<file path="config.mk">
export PLATFORM = sky130hd
export DESIGN_NAME = idu_stage
export DESIGN_NICKNAME = d
export VERILOG_FILES = /design/src/rtl/npc_pkg.sv /design/src/rtl/gpr_file.sv /design/src/rtl/idu_stage.sv
export SDC_FILE = /design/constraint.sdc
export NUM_CORES = 2
export LEC_CHECK = 0
export CAP_MARGIN = 20
export CORE_MARGIN = 2
export CORE_UTILIZATION = 45
export DETAILED_ROUTE_END_ITERATION = 7
export SLEW_MARGIN = 20
export SYNTH_ARGS = -nofsm -noshare
export SYNTH_HDL_FRONTEND = slang
export SYNTH_SLANG_ARGS = --single-unit
</file>
<file path="constraint.sdc">
create_clock -name clk -period 123.4 [get_ports clk]
set_input_delay 24.68 -clock clk [delete_from_list [all_inputs] [get_ports clk]]
set_output_delay 24.68 -clock clk [all_outputs]
set_load 0.02 [all_outputs]
</file>
<file path="src/rtl/npc_pkg.sv">
// Shared NPC core definitions: op classes, RV32I opcodes, immediate formats and
// the immediate generator used by the decode stage.
package npc_pkg;

   localparam int unsigned XLEN = 32;

   typedef enum logic [3:0] {
      OP_LUI,
      OP_AUIPC,
      OP_JAL,
      OP_JALR,
      OP_BRANCH,
      OP_LOAD,
      OP_STORE,
      OP_OPIMM,
      OP_OP,
      OP_SYSTEM,
      OP_ILLEGAL
   } op_e;

   localparam logic [6:0] OPC_LUI    = 7'b0110111;
   localparam logic [6:0] OPC_AUIPC  = 7'b0010111;
   localparam logic [6:0] OPC_JAL    = 7'b1101111;
   localparam logic [6:0] OPC_JALR   = 7'b1100111;
   localparam logic [6:0] OPC_BRANCH = 7'b1100011;
   localparam logic [6:0] OPC_LOAD   = 7'b0000011;
   localparam logic [6:0] OPC_STORE  = 7'b0100011;
   localparam logic [6:0] OPC_OPIMM  = 7'b0010011;
   localparam logic [6:0] OPC_OP     = 7'b0110011;
   localparam logic [6:0] OPC_SYSTEM = 7'b1110011;

   typedef enum logic [2:0] {
      IMM_I,
      IMM_S,
      IMM_B,
      IMM_U,
      IMM_J,
      IMM_NONE
   } imm_fmt_e;

   function automatic logic [XLEN-1:0] imm_gen(input logic [31:0] ins, input imm_fmt_e fmt);
      logic [XLEN-1:0] imm;
      imm = '0;
      case (fmt)
         IMM_I:   imm = {{20{ins[31]}}, ins[31:20]};
         IMM_S:   imm = {{20{ins[31]}}, ins[31:25], ins[11:7]};
         IMM_B:   imm = {{19{ins[31]}}, ins[31], ins[7], ins[30:25], ins[11:8], 1'b0};
         IMM_U:   imm = {ins[31:12], 12'b0};
         IMM_J:   imm = {{11{ins[31]}}, ins[31], ins[19:12], ins[20], ins[30:21], 1'b0};
         default: imm = '0;
      endcase
      return imm;
   endfunction

endpackage

</file>
<file path="src/rtl/gpr_file.sv">
// General-purpose register file: two read ports with write-forwarding, one write port.
// IDU_RV32E_EN selects a 16-entry file and ignores writes to x16..x31.
module gpr_file
   import npc_pkg::*;
(
   input  logic            clk,
   input  logic            rst,
   input  logic [4:0]      rs1_addr,
   input  logic [4:0]      rs2_addr,
   output logic [XLEN-1:0] rs1_data,
   output logic [XLEN-1:0] rs2_data,
   input  logic            wb_en,
   input  logic [4:0]      wb_rd,
   input  logic [XLEN-1:0] wb_data
);

`ifdef IDU_RV32E_EN
   localparam int unsigned IDX_W = 4;
`else
   localparam int unsigned IDX_W = 5;
`endif
   localparam int unsigned NREG = 1 << IDX_W;

   logic [XLEN-1:0] regs [NREG];
   logic            wr_ok;

`ifdef IDU_RV32E_EN
   assign wr_ok = wb_en && (wb_rd != 5'd0) && !wb_rd[4];
`else
   assign wr_ok = wb_en && (wb_rd != 5'd0);
`endif

   always_ff @(posedge clk or posedge rst) begin
      if (rst) begin
         for (int unsigned i = 0; i < NREG; i++) begin
            regs[i] <= '0;
         end
      end else if (wr_ok) begin
         regs[wb_rd[IDX_W-1:0]] <= wb_data;
      end
   end

   // x0 and out-of-range indices read zero; a same-cycle write wins over the array
   function automatic logic [XLEN-1:0] read_port(input logic [4:0] addr);
      logic [XLEN-1:0] d;
      d = '0;
`ifdef IDU_RV32E_EN
      if (addr[4]) begin
         d = '0;
      end else
`endif
      if (addr == 5'd0) begin
         d = '0;
      end else if (wr_ok && (wb_rd == addr)) begin
         d = wb_data;
      end else begin
         d = regs[addr[IDX_W-1:0]];
      end
      return d;
   endfunction

   always_comb begin
      rs1_data = read_port(rs1_addr);
      rs2_data = read_port(rs2_addr);
   end

endmodule

</file>
<file path="src/rtl/idu_stage.sv">
// RV32I decode stage: valid/ready in from fetch, registered decode packet out to execute.
// IDU_RV32E_EN: 16-entry register file and register-index legality check.
module idu_stage
   import npc_pkg::*;
#(
   parameter int unsigned WIDTH = 32
) (
   input  logic             clk,
   input  logic             rst,
   input  logic             in_valid,
   output logic             in_ready,
   input  logic [WIDTH-1:0] in_pc,
   input  logic [31:0]      in_ins,
   output logic             out_valid,
   input  logic             out_ready,
   output logic [WIDTH-1:0] out_pc,
   output logic [3:0]       out_op,
   output logic [2:0]       out_funct3,
   output logic             out_funct7b5,
   output logic [4:0]       out_rd,
   output logic [31:0]      out_imm,
   output logic [31:0]      out_rs1_data,
   output logic [31:0]      out_rs2_data,
   output logic             out_illegal,
   input  logic             wb_en,
   input  logic [4:0]       wb_rd,
   input  logic [31:0]      wb_data
);

   typedef enum logic {
      S_IDLE,
      S_FULL
   } state_e;

   state_e          state_q, state_d;
   logic            capture;

   op_e             dec_op;
   imm_fmt_e        dec_fmt;
   logic            dec_illegal;
   logic [4:0]      rs1_idx, rs2_idx, rd_idx;
   logic [XLEN-1:0] rs1_rd_data, rs2_rd_data;
   op_e             out_op_q;

   assign rs1_idx = in_ins[19:15];
   assign rs2_idx = in_ins[24:20];
   assign rd_idx  = in_ins[11:7];

   gpr_file u_gpr (
      .clk      (clk),
      .rst      (rst),
      .rs1_addr (rs1_idx),
      .rs2_addr (rs2_idx),
      .rs1_data (rs1_rd_data),
      .rs2_data (rs2_rd_data),
      .wb_en    (wb_en),
      .wb_rd    (wb_rd),
      .wb_data  (wb_data)
   );

   always_comb begin
      dec_op  = OP_ILLEGAL;
      dec_fmt = IMM_NONE;
      case (in_ins[6:0])
         OPC_LUI:    begin dec_op = OP_LUI;    dec_fmt = IMM_U;    end
         OPC_AUIPC:  begin dec_op = OP_AUIPC;  dec_fmt = IMM_U;    end
         OPC_JAL:    begin dec_op = OP_JAL;    dec_fmt = IMM_J;    end
         OPC_JALR:   begin dec_op = OP_JALR;   dec_fmt = IMM_I;    end
         OPC_BRANCH: begin dec_op = OP_BRANCH; dec_fmt = IMM_B;    end
         OPC_LOAD:   begin dec_op = OP_LOAD;   dec_fmt = IMM_I;    end
         OPC_STORE:  begin dec_op = OP_STORE;  dec_fmt = IMM_S;    end
         OPC_OPIMM:  begin dec_op = OP_OPIMM;  dec_fmt = IMM_I;    end
         OPC_OP:     begin dec_op = OP_OP;     dec_fmt = IMM_NONE; end
         OPC_SYSTEM: begin dec_op = OP_SYSTEM; dec_fmt = IMM_I;    end
         default:    begin dec_op = OP_ILLEGAL; dec_fmt = IMM_NONE; end
      endcase
`ifdef IDU_RV32E_EN
      dec_illegal = (dec_op == OP_ILLEGAL) || rs1_idx[4] || rs2_idx[4] || rd_idx[4];
`else
      dec_illegal = (dec_op == OP_ILLEGAL);
`endif
   end

   always_ff @(posedge clk or posedge rst) begin
      if (rst) begin
         state_q <= S_IDLE;
      end else begin
         state_q <= state_d;
      end
   end

   always_comb begin
      state_d   = state_q;
      in_ready  = 1'b0;
      out_valid = 1'b0;
      capture   = 1'b0;
      case (state_q)
         S_IDLE: begin
            in_ready = 1'b1;
            if (in_valid) begin
               capture = 1'b1;
               state_d = S_FULL;
            end
         end
         S_FULL: begin
            out_valid = 1'b1;
            if (out_ready) begin
               state_d = S_IDLE;
            end
         end
         default: state_d = S_IDLE;
      endcase
   end

   always_ff @(posedge clk or posedge rst) begin
      if (rst) begin
         out_pc       <= '0;
         out_op_q     <= OP_LUI;
         out_funct3   <= '0;
         out_funct7b5 <= 1'b0;
         out_rd       <= '0;
         out_imm      <= '0;
         out_rs1_data <= '0;
         out_rs2_data <= '0;
         out_illegal  <= 1'b0;
      end else if (capture) begin
         out_pc       <= in_pc;
         out_op_q     <= dec_op;
         out_funct3   <= in_ins[14:12];
         out_funct7b5 <= in_ins[30];
         out_rd       <= rd_idx;
         out_imm      <= imm_gen(in_ins, dec_fmt);
         out_rs1_data <= rs1_rd_data;
         out_rs2_data <= rs2_rd_data;
         out_illegal  <= dec_illegal;
      end
   end

   assign out_op = out_op_q;

endmodule

</file>
**Word-level counts from Yosys, hierarchy flattened**

Index checks and enable logic that the tools add are counted.

- Input port bits: 106
- Output and inout bits: 144
- Logic and storage cells: 99
- Register bits after elaboration: 1167

- Magnitude comparators: 4
- Reduce and logical (&&, ||, !) cells: 10
- Equal/unequal tests: 17
- Bitwise operators: 4
- Multiplexer cells: 22

Operators with widths:

| cell | number |
|---|---|
| $bwmux W1024 | 1 |
| $bmux W32 S5 | 2 |
| $mux W32 | 9 |
| $demux W32 S5 | 1 |
| $pmux W32 S5 | 1 |
| $pmux W4 S10 | 1 |
| $eq A7 B7 Y1 const B | 4 |
| $eq A7 B6 Y1 const B | 3 |
| $ge A6 B6 Y1 const B | 3 |
| $not A5 Y6 | 3 |
| $pmux W3 S5 | 1 |
| $eq A7 B5 Y1 const B | 2 |
| $eq A5 B5 Y1 | 2 |
| $logic_not A5 Y1 | 2 |
| $eq A7 B2 Y1 const B | 1 |
| $eq A3 B2 Y1 const B | 2 |
| $lt A6 B1 Y1 const B | 1 |
| $mux W1 | 5 |
| $reduce_bool A5 Y1 | 1 |
| $eq A4 B4 Y1 const B | 1 |
| $logic_and A1 B1 Y1 | 4 |
| $reduce_or A4 Y1 | 1 |
| $eq A3 B1 Y1 const B | 1 |
| $eq A3 B3 Y1 const B | 1 |
| other kinds (4) | 4 |

**Depth between registers and ports, before layout**

- Depth in word-level cells: 6
- Mapped depth: 10
- Depth with buffers taken out: 6

**Hierarchy**

From an unflattened synthesis, not the netlist that was laid out.

- Cell total of the unflattened synthesis: 4633
- Area, all modules: 61919.4 µm²

Modules (own cells, without submodules):

| module | cells each | times used | area each (µm²) | sequential area each (µm²) |
|---|---|---|---|---|
| gpr_file | 3969 | 1 | 55882.3 | 25624.6 |
| idu_stage | 664 | 1 | 6037.0 | 3578.4 |

**Worst setup path after synthesis**

No wires, ideal clock.

- Path kind: input-to-reg
- Start point: in in_ins[17]
- End point: reg out_rs1_data[21]
- Data required time: 123.272 ns
- Path slack: 96.874 ns
- Library setup time: 0.128 ns
- Arrival time: 26.398 ns
- Cell stages on the path: 9
- Buffers on the path: 4
- Path through: buf_2 -> buf_2 -> buf_2 -> clkbuf_1 -> mux4_2 -> mux2i_1 -> a21oi_1 -> a222oi_1 -> nand2_1

- Word-level cells in the longest chain between the ends: 6
- Elaborated cells on any way between the ends: 9
- Those cells by class: eq/ne: 1; mux: 5; bitwise: 1; reduce/logical: 2

Ends and longest elaborated chain:

| element | line | source |
|---|---|---|
| start, declared | idu_stage.sv:13 | `input logic [31:0] in_ins,` |
| $not A5 Y6 (implied by the code) | gpr_file.sv:57 | `d = regs[addr[IDX_W-1:0]];` |
| $bmux W32 S5 | gpr_file.sv:57 |  |
| $mux W32 (implied by the code) (2 in a row) | gpr_file.sv:57 |  |
| $mux W32 | gpr_file.sv:54 | `end else if (wr_ok && (wb_rd == addr)) begin` |
| $mux W32 (*) | gpr_file.sv:52 | `if (addr == 5'd0) begin` |
| end signal, assigned | idu_stage.sv:133 | `out_rs1_data <= rs1_rd_data;` |
| end, declared | idu_stage.sv:22 | `output logic [31:0] out_rs1_data,` |

Mark *: on every way between the ends. The rest lies on a longest branch, timed or not. The select of a mux whose other input is x is not followed.
A chain may end at the register's enable or synchronous reset.

==> impl_metrics.env <==
export IMPL_clock_root_buffer="clkbuf_16"
export IMPL_crit_chain="clkdlybuf4s50_1 > inv_8 > buf_4 > buf_4 > buf_4 > buf_4"
export IMPL_maxSlewViolCount=0
export IMPL_crit_slowest_cell="buf_4"
export IMPL_syn_area_per_cell_sq_um=14.0
export IMPL_timing_final_crit_share_pct=23.1
export IMPL_cp_data_arrival_time_ns=29.22
export IMPL_portBuffers=249
export IMPL_first_pass_iters=6
export IMPL_outcome="completed"
export IMPL_grt_pass1_vias=40600
export IMPL_synth_edff_count=0
export IMPL_ys_async_sr_fraction_pct=100
export IMPL_start_util_pct=45.4
export IMPL_cts_tree="built"
export IMPL_io_pins=250
export IMPL_nFillCells=11500
export IMPL_r2r_cells=6
export IMPL_hold_buffers=0
export IMPL_fin_util_pct=51.3
export IMPL_hold_path_startpoint="u_gpr.regs[1017]"
export IMPL_power_density_nw_per_um2=16.9
export IMPL_clk_pin_slew_ns=0.05
export IMPL_gp_congestion=0.792
export IMPL_total_power_mw=1.15
export IMPL_cts_buffer_depth=3
export IMPL_antenna_found_initial=20
export IMPL_viasPerCell=6.50
export IMPL_grt_usage_pct=28.9
export IMPL_cts_sinks=1167
export IMPL_fin_skew_ns=0.0240
export IMPL_p_leak_nw=29.7
export IMPL_die_w_um=371
export IMPL_dp_hpwl_um=113000
export IMPL_wl_per_cell_um=31.9
export IMPL_syn_area_sq_um=60700
export IMPL_fin_nets=4459
export IMPL_r2r_end="out_rs1_data[18]"
export IMPL_ctsResizeCount=0
export IMPL_yosysUniqueCellTypes=58
export IMPL_start_kind="input pin"
export IMPL_ys_flop_type="dfrtp_1"
export IMPL_crit_fanout=132
export IMPL_cts_setup_buffers=0
export IMPL_drt_wl_total_um=198000
export IMPL_hold_end="u_gpr.regs[1017]"
export IMPL_hold_path_cell_count=0
export IMPL_slew_headroom_pct=24.0
export IMPL_finalSetupViolCount=0
export IMPL_layout_min_cycle_time_ns=28.47
export IMPL_reg2reg_from="state_q"
export IMPL_ant_nets=0
export IMPL_vdd_ir_drop_max_mv=0.0149
export IMPL_drive_gt1_share_pct=41.1
export IMPL_cts_max_level=4
export IMPL_synth_cells=4343
export IMPL_fp_dieArea_sq_um=138000
export IMPL_fp_dieH_um=371
export IMPL_cpPeakStageDelay_ns=0.85
export IMPL_grt_pass1_wl_um=290000
export IMPL_synthToLayoutAreaGrowth_pct=12.9
export IMPL_maxCapViolations=0
export IMPL_drtIter0Drc=3985
export IMPL_cp_required_ns=124.15
export IMPL_grt_overflow=0
export IMPL_num_vias=40400
export IMPL_worst_pin_slew_ns=1.14
export IMPL_clk_latency_ns=0.77
export IMPL_rsz0062_at_grt="no"
export IMPL_synth_yosys_seq_area_share_pct=48.1
export IMPL_core_sq_um=134000
export IMPL_cp_common_cell="buf_4"
export IMPL_critPathKind="in -> async"
export IMPL_syn_num_nets=4449
export IMPL_hold_path_class="reg -> reg"
export IMPL_ys_ff_latch=1167
export IMPL_reg2reg_slack_ns=120.50
export IMPL_cts_buffers_inserted=135
export IMPL_fmax_mhz=35.1
export IMPL_cp_end_kind="asynchronous set/reset pin"
export IMPL_hold_viol=0
export IMPL_yosys_warnings=0
export IMPL_tns_ns=0
export IMPL_core_rowCount=134
export IMPL_grt_max_degree=176
export IMPL_post_route_drc_count=0
[state kept, by name, indices dropped and copies added (netlist names)]
name / flops
out_funct3: 3
out_funct7b5: 1
out_illegal: 1
out_imm: 32
out_op: 4
out_pc: 32
out_rd: 5
out_rs1_data: 32
out_rs2_data: 32
state_q: 1
u_gpr.regs: 1024
[per-layer routing]
layer | part of all wire (%) | global-route usage (%)
met5 | 0.023 | 0
met1 | 42 | 40.1
met2 | 46 | 45.5
met4 | 3.2 | 9.19
met3 | 8.3 | 6.31
[metrics by stage]
step,cell area [sq um],std cells,hold WS (ns),setup WS [ns]
5_1_grt,68500,6217,0.410,94.20
6_report,68500,6219,0.393,94.93
4_1_cts,68600,6215,0.396,94.77
2_1_floorplan,60700,4343,0.441,65.85
3_5_place_dp,64200,5984,0.383,93.93
3_3_place_gp,64200,5983,0.381,93.96
[worst max-delay path by stage]
stage / start / end / slack [ns] / cells past startpoint
after global routing: rst / u_gpr.regs[345] / 94.20 / 6
after global placement: rst / u_gpr.regs[601] / 93.96 / 6
after floorplan: rst / out_funct3[0] / 65.85 / 1
after detailed placement: rst / u_gpr.regs[601] / 93.93 / 6
after CTS: rst / u_gpr.regs[601] / 94.77 / 6
final: rst / u_gpr.regs[203] / 94.93 / 6
[cell usage in the layout, fill, tap and decap left out, types with 65 or more instances in the layout]
| master | count |
|---|---|
| dfrtp_1 | 1167 |
| mux2_2 | 985 |
| mux4_2 | 455 |
| nand2_1 | 358 |
| clkdlybuf4s50_1 | 216 |
| mux2i_1 | 187 |
| clkbuf_16 | 141 |
| a21oi_1 | 106 |
| buf_4 | 94 |
| nand3_1 | 82 |
| a211oi_1 | 67 |
| nor2b_1 | 65 |
[layout make-up]
type                            instances  area (sq um)  area share [%]
Multi-Input combinational cell       2697         29500            43.0
Sequential cell                      1167         29200            42.6
Clock buffer                          205          4060            5.93
Timing Repair Buffer                  348          3200            4.67
Tap cell                             1768          2210            3.23
Clock inverter                         26           318           0.464
Inverter                                4          25.0          0.0365
Antenna cell                            4          10.0          0.0146
[synth_stat cells (5+ instances only)]
cell type  count  area, sq um
a22oi_1       61          458
nor2_1        53          199
a32oi_1       19          166
buf_2        103          515
nor3_1         5         25.0
mux4_2       455        10200
buf_6         20          225
clkbuf_2       5         25.0
nand2_1      374         1400
clkbuf_1     231          867
mux2_2       985        11100
nand3_1       82          410
a211oi_1      67          503
o311ai_1       9         78.8
buf_1         66          248
dfrtp_1     1167        29200
a222oi_1      32          320
xnor2_1       10         87.6
a31oi_1       27          169
a2bb2oi_1      5         43.8
nand4_1        8         50.1
buf_4         50          375
a221oi_1      10         87.6
a22o_1        16          140
mux2_1         7         78.8
nor3b_1        5         37.5
nand2b_1       6         37.5
a21oi_1      107          536
mux2i_1      187         1870
nor2b_1       69          432
o21ai_0       40          200
a221o_1        9         90.1
o221ai_1       9         78.8
[critical path, delay by kind of cell]
| kind | cells | cell delay [ns] |
|---|---|---|
| buffers and inverters | 6 | 4.26 |
[power breakdown]
group          internal (mW)  switching [mW]
Sequential             0.456          0.0573
Combinational          0.136           0.102
Clock                  0.240           0.163
Total                  0.832           0.322
[logic make-up after synthesis]
kind of cell / Yosys count / synth area share (%)
AOI/OAI and AO/OA: 427 / 4.98
buffers and inverters: 479 / 3.74
xor gates and xnor gates: 11 / 0.159
and+or+nand+nor: 625 / 4.58
muxes: 1634 / 38.4
DFF: 1167 / 48.1
Note: power is estimated with default switching activity, not from simulation.
